File: config.mk
export PLATFORM = sky130hd
export DESIGN_NAME = spi_arbiter
export DESIGN_NICKNAME = d
export VERILOG_FILES = /design/src/rtl/spi_arbiter.sv
export SDC_FILE = /design/constraint.sdc
export NUM_CORES = 1
export LEC_CHECK = 0
export CAP_MARGIN = 20
export CORE_ASPECT_RATIO = 0.9
export CORE_MARGIN = 2
export CORE_UTILIZATION = 43
export DETAILED_ROUTE_END_ITERATION = 6
export GPL_TIMING_DRIVEN = 1
export HOLD_SLACK_MARGIN = 0.02
export PLACE_DENSITY = 0.87
export SYNTH_ARGS = -nofsm -noshare
export SYNTH_HDL_FRONTEND = slang
export SYNTH_SLANG_ARGS = --single-unit
File: constraint.sdc
create_clock -name clk -period 1.98 [get_ports clk]
set_clock_uncertainty 0.05 [all_clocks]
set_input_delay 0.198 -clock clk [delete_from_list [all_inputs] [get_ports clk]]
set_output_delay 0.198 -clock clk [all_outputs]
set_load 0.005 [all_outputs]
File: src/rtl/spi_arbiter.sv
// spi_arbiter: round-robin arbiter and sequencer that shares one byte-wide
// SPI master among NUM_REQ requesters. It grants one requester, fires a
// single-cycle start with that requester's byte, waits for done or a
// timeout, and returns the received byte (or an error flag) to the winner.
module spi_arbiter #(
    parameter int NUM_REQ = 4,
    parameter int TIMEOUT = 64
) (
    input  logic                 clk,
    input  logic                 rst,
    input  logic [NUM_REQ-1:0]   req,
    input  logic [8*NUM_REQ-1:0] req_data,
    output logic [NUM_REQ-1:0]   gnt,
    output logic [NUM_REQ-1:0]   rsp_valid,
    output logic [7:0]           rsp_data,
    output logic                 rsp_err,
    output logic                 busy,
    output logic                 start,
    output logic [7:0]           data_in,
    input  logic                 done,
    input  logic [7:0]           data_out
);

    localparam int PTR_W = $clog2(NUM_REQ);
    localparam int CNT_W = $clog2(TIMEOUT);

    localparam logic [1:0] S_IDLE  = 2'd0;
    localparam logic [1:0] S_ISSUE = 2'd1;
    localparam logic [1:0] S_WAIT  = 2'd2;
    localparam logic [1:0] S_RESP  = 2'd3;

    logic [1:0]         state_q, state_d;
    logic [PTR_W-1:0]   ptr_q, ptr_d;
    logic [PTR_W-1:0]   win_q, win_d;
    logic [CNT_W-1:0]   cnt_q, cnt_d;
    logic [NUM_REQ-1:0] gnt_q, gnt_d;
    logic [NUM_REQ-1:0] rsp_valid_q, rsp_valid_d;
    logic [7:0]         rsp_data_q, rsp_data_d;
    logic               rsp_err_q, rsp_err_d;
    logic               busy_q, busy_d;
    logic               start_q, start_d;
    logic [7:0]         data_in_q, data_in_d;

    logic               pick_found;
    logic [PTR_W-1:0]   pick_idx;
    logic [PTR_W-1:0]   cand_idx;
    int                 cand;

    // Round-robin search: first requesting index after ptr, wrapping around.
    always_comb begin
        pick_found = 1'b0;
        pick_idx   = '0;
        cand       = 0;
        cand_idx   = '0;
        for (int i = 1; i <= NUM_REQ; i++) begin
            cand = int'(ptr_q) + i;
            if (cand >= NUM_REQ) begin
                cand = cand - NUM_REQ;
            end
            cand_idx = PTR_W'(cand);
            if (!pick_found && req[cand_idx]) begin
                pick_found = 1'b1;
                pick_idx   = cand_idx;
            end
        end
    end

    // Next-state and registered-output logic for the IDLE/ISSUE/WAIT/RESP sequence.
    always_comb begin
        state_d     = state_q;
        ptr_d       = ptr_q;
        win_d       = win_q;
        cnt_d       = cnt_q;
        gnt_d       = gnt_q;
        rsp_valid_d = '0;
        rsp_data_d  = rsp_data_q;
        rsp_err_d   = rsp_err_q;
        busy_d      = busy_q;
        start_d     = 1'b0;
        data_in_d   = data_in_q;
        case (state_q)
            S_IDLE: begin
                if (pick_found) begin
                    state_d   = S_ISSUE;
                    win_d     = pick_idx;
                    gnt_d     = NUM_REQ'(1) << pick_idx;
                    data_in_d = req_data[{pick_idx, 3'b000} +: 8];
                    start_d   = 1'b1;
                    busy_d    = 1'b1;
                end
            end
            S_ISSUE: begin
                state_d = S_WAIT;
                cnt_d   = '0;
            end
            S_WAIT: begin
                cnt_d = cnt_q + 1'b1;
                // done has priority over a timeout landing in the same cycle
                if (done) begin
                    rsp_data_d  = data_out;
                    rsp_err_d   = 1'b0;
                    rsp_valid_d = NUM_REQ'(1) << win_q;
                    state_d     = S_RESP;
                end else if (cnt_q == CNT_W'(TIMEOUT - 1)) begin
                    rsp_data_d  = 8'h00;
                    rsp_err_d   = 1'b1;
                    rsp_valid_d = NUM_REQ'(1) << win_q;
                    state_d     = S_RESP;
                end
            end
            S_RESP: begin
                // pointer moves on errors too, so a dead slave cannot hog the bus
                ptr_d   = win_q;
                gnt_d   = '0;
                busy_d  = 1'b0;
                state_d = S_IDLE;
            end
            default: begin
                state_d = S_IDLE;
            end
        endcase
    end

    // State and output registers with synchronous active-low reset.
    always_ff @(posedge clk) begin
        if (!rst) begin
            state_q     <= S_IDLE;
            ptr_q       <= PTR_W'(NUM_REQ - 1);
            win_q       <= '0;
            cnt_q       <= '0;
            gnt_q       <= '0;
            rsp_valid_q <= '0;
            rsp_data_q  <= 8'h00;
            rsp_err_q   <= 1'b0;
            busy_q      <= 1'b0;
            start_q     <= 1'b0;
            data_in_q   <= 8'h00;
        end else begin
            state_q     <= state_d;
            ptr_q       <= ptr_d;
            win_q       <= win_d;
            cnt_q       <= cnt_d;
            gnt_q       <= gnt_d;
            rsp_valid_q <= rsp_valid_d;
            rsp_data_q  <= rsp_data_d;
            rsp_err_q   <= rsp_err_d;
            busy_q      <= busy_d;
            start_q     <= start_d;
            data_in_q   <= data_in_d;
        end
    end

    assign gnt       = gnt_q;
    assign rsp_valid = rsp_valid_q;
    assign rsp_data  = rsp_data_q;
    assign rsp_err   = rsp_err_q;
    assign busy      = busy_q;
    assign start     = start_q;
    assign data_in   = data_in_q;

endmodule

Yosys cells after proc, flatten, opt, wreduce, memory -nomap -nowiden
Cells that the tools add are included.
- $add $sub $neg: 9
- $mul: 0
- div/mod/pow operators: 0
- magnitude comparators: 8
- eq/ne operators: 6
- shifts and indexed selects: 3
- mux-type cells: 36
- bitwise operators: 0
- reductions and logical operators: 16
- operators with widths (kind ; number):
    variable part select 32 x 6 -> 8 bit ; 1
    two-way mux 2 bit ; 11
    two-way mux 8 bit ; 2
    < comparator 2 x 3 -> 1 bit, second input constant ; 4
    two-way mux 1 bit ; 12
    two-way mux 4 bit ; 3
    case mux 6 bit (2 select lines) ; 1
    AND reduction 2 bit ; 6
    greater-or-equal comparator 3 bit, second input constant ; 3
    binary-select mux 1 bit (select 2 bit) ; 4
    case mux 2 bit (4 select lines) ; 1
    case mux 4 bit (2 select lines) ; 1
    << shifter 1 x 2 -> 4 bit, first input constant ; 2
    subtractor 2 x 1 -> 2 bit, second input constant ; 4
    adder 2 x 2 -> 3 bit, second input constant ; 2
    adder 6 x 1 -> 6 bit, second input constant ; 1
    == test 6 bit, second input constant ; 1
    nonzero test 2 bit ; 3
    adder 2 x 3 -> 4 bit, second input constant ; 1
    == test 2 bit, second input constant ; 2
    greater-or-equal comparator 4 x 3 -> 1 bit, second input constant ; 1
    adder 2 x 1 -> 3 bit, second input constant ; 1
    logical AND 1 bit ; 3
    logical NOT 1 bit ; 3
    5 further kinds ; 5
- flip-flop bits (word level): 39
- bits in latches: 0
- bits in writable memories: 0
- memory bits (read-only): 0
- input bits: 47
- memories kept: 0

Depth between registers and ports, before layout
- depth after elaboration: 18
- depth in mapped cells: 7

Worst setup path before layout
No wires, ideal clock.
- path kind: flip-flop to flip-flop
- start point: reg cnt_q[0]
- end point: reg rsp_data_q[0] (netlist: rsp_data[0])
- setup time: 65 ps
- data arrival time: 1462 ps
- setup slack: 403 ps
- stages on the path, launching flop included: 8
- path buffers: 1
- clock period less this slack: 1577 ps
- cells stage by stage: dfxtp_1 -> ha_1 -> and3_1 -> a31oi_1 -> nand2b_1 -> clkbuf_1 -> a22oi_1 -> nor2b_1
- word-level cells in the longest chain between the ends: 3
- ends and longest elaborated chain (item ; line ; RTL):
    from (decl) ; 35 ; logic [CNT_W-1:0] cnt_q, cnt_d;
    from (signal assigned) ; 142 ; cnt_q <= cnt_d;
    == test 6 bit ; 104 ; end else if (cnt_q == CNT_W'(TIMEOUT - 1)) begin
    nonzero test 2 bit (no line) ; -- ;
    AND reduction 2 bit (no line) ; -- ;
    to (signal assigned) ; 145 ; rsp_data_q <= rsp_data_d;
    to (decl) ; 38 ; logic [7:0] rsp_data_q, rsp_data_d;
No other way between the ends.
A chain may end at the register's enable or synchronous reset.

Worst setup path after layout
Ends and elaborated chain as after synthesis.

==> results_tabular.tex <==
\begin{tabular}{lr}
\hline
Metric & Value \\
\hline
\multicolumn{2}{l}{\textbf{Routing}} \\
Drt first-iter violations & 100 \\
Vias per std cell & 5.10 \\
Number of antenna-violating nets in the routed design & 0 \\
Detail-routed net length per standard cell & 13.3 um \\
Number of detailed-route iterations in the first pass & 4 \\
Vias & 1719 \\
Detailed-route DRC error count & 0 \\
Post-detailed-routing wire length & 4490 um \\
\multicolumn{2}{l}{\textbf{Pwr}} \\
Clock power frac & 21.0\% \\
Switching Power & 876 uW \\
Internal power contribution & 1.89 mW \\
Share of total power in sequential cells & 38.4\% \\
Leak & 1.07 nW \\
Max VDD drop & 0.000647 V \\
PD cells & 985 mW/mm\^{}2 \\
Proportion of power drawn by combinational gates & 40.6\% \\
Switch share & 31.6\% \\
\multicolumn{2}{l}{\textbf{Layout}} \\
Core occupancy in the finished layout & 67.7\% \\
Cell Count, Final, Fillers Out & 337 \\
Antenna diode instance count & 0 \\
Layout cells sized above 1 & 10.8\% \\
Layout area overhead & 48.9\% \\
Number of nets in the finished design & 328 \\
Filler instances & 349 \\
\multicolumn{2}{l}{\textbf{Clocking}} \\
CTS sink cnt & 39 \\
Maximum buffer depth of the clock tree & 2 \\
Post-CTS sizing & 0 \\
Number of setup buffers added after CTS & 0 \\
Clock network latency to the later pin of the worst-skew pair & 0.30 ns \\
Clock transition at path regs & 0.08 ns \\
H-Tree Depth & 2 \\
CTS Hold Bufs & 0 \\
CTS tree & done \\
Num CTS Buffers & 5 \\
Clock Root Buffer & sky130\_fd\_sc\_hd\_\_clkbuf\_8 \\
\multicolumn{2}{l}{\textbf{Die}} \\
Floorplan row count & 22 \\
Die height & 66.9 um \\
Initial cell density of the core & 45.5\% \\
Horizontal die dimension & 73.9 um \\
Number of top-level design ports & 74 \\
Die ar. & 0.00494 mm\^{}2 \\
Total core area & 0.00416 mm\^{}2 \\
\multicolumn{2}{l}{\textbf{STA}} \\
RSZ-0062 raised after global routing & false \\
Final critical delay including setup and external delays & 1.77 ns \\
Final setup violation count & 0 \\
Worst Hold Margin & 0.416 ns \\
Final worst slack & 0.213 ns \\
Final Cycle Share & 89.3\% \\
Final max-slew violation count & 0 \\
Maximum frequency from static timing analysis & 566 MHz \\
Final Hold Viols & 0 \\
Pin slew with the least headroom to its limit & 0.404 ns \\
Slew margin rel. & 73.0\% \\
\multicolumn{2}{l}{\textbf{Worst hold path}} \\
Class of the worst hold path & register to register \\
\multicolumn{2}{l}{\textbf{Yosys}} \\
Dominant register cell in the synthesized netlist & sky130\_fd\_sc\_hd\_\_dfxtp\_1 \\
Yosys Warn Count & 0 \\
Number of nets in the synthesized netlist & 248 \\
Area of the mapped netlist & 0.00189 mm\^{}2 \\
Distinct cells, synth & 39 \\
Async set-reset flop share out of synthesis & 0\% \\
Number of instances in the synthesized netlist & 196 \\
Flip-flop and latch count after synthesis & 39 \\
Avg Inst Size Synth & 9.64 um\^{}2 \\
Sequential element share of the synthesized area & 41.3\% \\
Number of enable flip-flop cells after synthesis & 0 \\
\multicolumn{2}{l}{\textbf{GRT}} \\
Largest net degree at the start of global routing & 22 \\
Vias in the first global route & 1593 \\
Global-route wire length before repair & 7400 um \\
Initial antenna violation count & 0 \\
Overall Global Routing Usage & 19.7\% \\
Aggregate global routing overflow & 0 \\
\multicolumn{2}{l}{\textbf{Setup path}} \\
Category of cells accounting for the largest share of critical-path delay & simple AND/OR/NAND/NOR gates \\
Buf+Inv Stages, Crit Path & 0 \\
CP cell instances & ha\_1 -> and3\_1 -> a31oi\_1 -> nand2b\_1 -> a22oi\_1 -> nor2b\_1 \\
Worst path max stage delay & 0.37 ns \\
Worst setup SP type & register \\
Biggest fanout along the worst timing path & 8 \\
Signal arrival time at the worst endpoint & 1.95 ns \\
Reg2Reg Setup Slack & 0.21 ns \\
Critical Path RT & 2.16 ns \\
Start-to-end type of the worst setup path & register to register \\
Type of destination of the critical path & register \\
Critical-path cell with the highest stage delay & sky130\_fd\_sc\_hd\_\_nand2b\_1 \\
\multicolumn{2}{l}{\textbf{Place}} \\
Buffers added on ports & 73 \\
Routability congestion estimate & 0.886 \\
Setup WS pre-CTS & -0.0612 ns \\
Dpl cells & 329 \\
HPWL reported at the end of detailed placement & 3360 um \\
\multicolumn{2}{l}{\textbf{Outcome}} \\
Status & finished, final reports clean \\
\multicolumn{2}{l}{\textbf{Job}} \\
Max-cap violation count & 0 \\
\hline
\end{tabular}
cells by family (layout without fill, tap and decap cells):
kind of cell	after synthesis	in the layout	synth area share (%)
XOR/XNOR	3	3	1.39
buffers and inverters	15	96	4.70
AND/OR/NAND/NOR	67	67	18.9
multiplexers	27	27	14.8
adder cells (fa/ha/maj)	5	5	3.31
flip-flops	39	39	41.3
AO/OA/AOI/OAI	40	40	15.6
worst paths after layout:
kind	from	end	cells after the start
worst min register to register	data_in[3]	data_in[3]	2
worst max-delay path	cnt_q[0]	rsp_data[0]	6
worst min-delay path	data_in[3]	data_in[3]	2
worst max register to register	cnt_q[0]	rsp_data[0]	6
cells in the mapped netlist (3+ instances only):
cell	number	share of area, %
sky130_fd_sc_hd__a21boi_0	3	1.2
sky130_fd_sc_hd__a21oi_1	4	1.1
sky130_fd_sc_hd__a22oi_1	9	3.6
sky130_fd_sc_hd__and2_1	3	0.99
sky130_fd_sc_hd__clkbuf_1	6	1.2
sky130_fd_sc_hd__dfxtp_1	39	41
sky130_fd_sc_hd__ha_1	5	3.3
sky130_fd_sc_hd__inv_1	5	0.99
sky130_fd_sc_hd__mux2_2	8	4.8
sky130_fd_sc_hd__mux2i_1	19	10
sky130_fd_sc_hd__nand2_1	13	2.6
sky130_fd_sc_hd__nand3_1	9	2.4
sky130_fd_sc_hd__nor2_1	11	2.2
sky130_fd_sc_hd__nor2b_1	15	5.0
sky130_fd_sc_hd__nor3b_1	3	1.2
sky130_fd_sc_hd__o21ai_0	4	1.1
sky130_fd_sc_hd__o21ai_1	10	2.6
sky130_fd_sc_hd__xor2_1	3	1.4
per-layer routing:
layer / vias up / GRT usage [%] / share of wire [%]
li1: 858 / - / -
met1: 806 / 25.7 / 46
met2: 48 / 30.4 / 46
met3: 7 / 5.14 / 5.3
met4: 0 / 8.86 / 2.1
met5: - / 0 / 0
flip-flops by register name, summed over array words and instances, names as in the netlist:
signal     count
busy           1
gnt            4
ptr_q          2
start          1
rsp_valid      4
rsp_data       8
data_in        8
cnt_q          6
rsp_err        1
state_q        2
win_q          2
stage by stage:
step	power [mW]	setup TNS (ns)	instance area [um^2]
final	2.77	0	2810
after global routing	2.95	0	2810
after CTS	2.79	0	2810
after detailed placement	2.20	-0.356	2710
after global placement	2.18	-0.0310	2710
after floorplan	1.71	0	1890
power by group through the flow:
stage	combinational (mW)	clock [mW]	sequential, mW
floorplan	0.643	0	1.07
global placement	1.11	0	1.08
detailed placement	1.12	0	1.08
CTS	1.13	0.595	1.07
global route	1.23	0.625	1.09
finish	1.12	0.581	1.06
worst min-delay path, stage by stage, from the launching register on:
cell                      delay, ns
sky130_fd_sc_hd__dfxtp_1       0.32
sky130_fd_sc_hd__nand3_1       0.06
sky130_fd_sc_hd__o21ai_1       0.05
cell usage in the layout (no fill, tap or decap), types with 4 or more instances in the layout:
cell type	count
sky130_fd_sc_hd__nor2b_1	15
sky130_fd_sc_hd__ha_1	5
sky130_fd_sc_hd__o21ai_1	10
sky130_fd_sc_hd__a22oi_1	9
sky130_fd_sc_hd__buf_4	9
sky130_fd_sc_hd__a21oi_1	4
sky130_fd_sc_hd__clkdlybuf4s50_1	73
sky130_fd_sc_hd__mux2_2	8
sky130_fd_sc_hd__inv_1	5
sky130_fd_sc_hd__nand2_1	13
sky130_fd_sc_hd__mux2i_1	19
sky130_fd_sc_hd__nand3_1	9
sky130_fd_sc_hd__nor2_1	11
sky130_fd_sc_hd__clkbuf_8	7
sky130_fd_sc_hd__o21ai_0	4
sky130_fd_sc_hd__dfxtp_1	39
final cells by class:
cell class,count,area (um^2),share of cell area [%]
clock buffer,8,100,3.56
inverter,5,18.8,0.667
multi-input combinational,142,1020,36.3
sequential,39,781,27.8
tap,60,75.1,2.67
timing repair buffer,83,818,29.1
No activity file was read; power rests on OpenSTA's default activity.
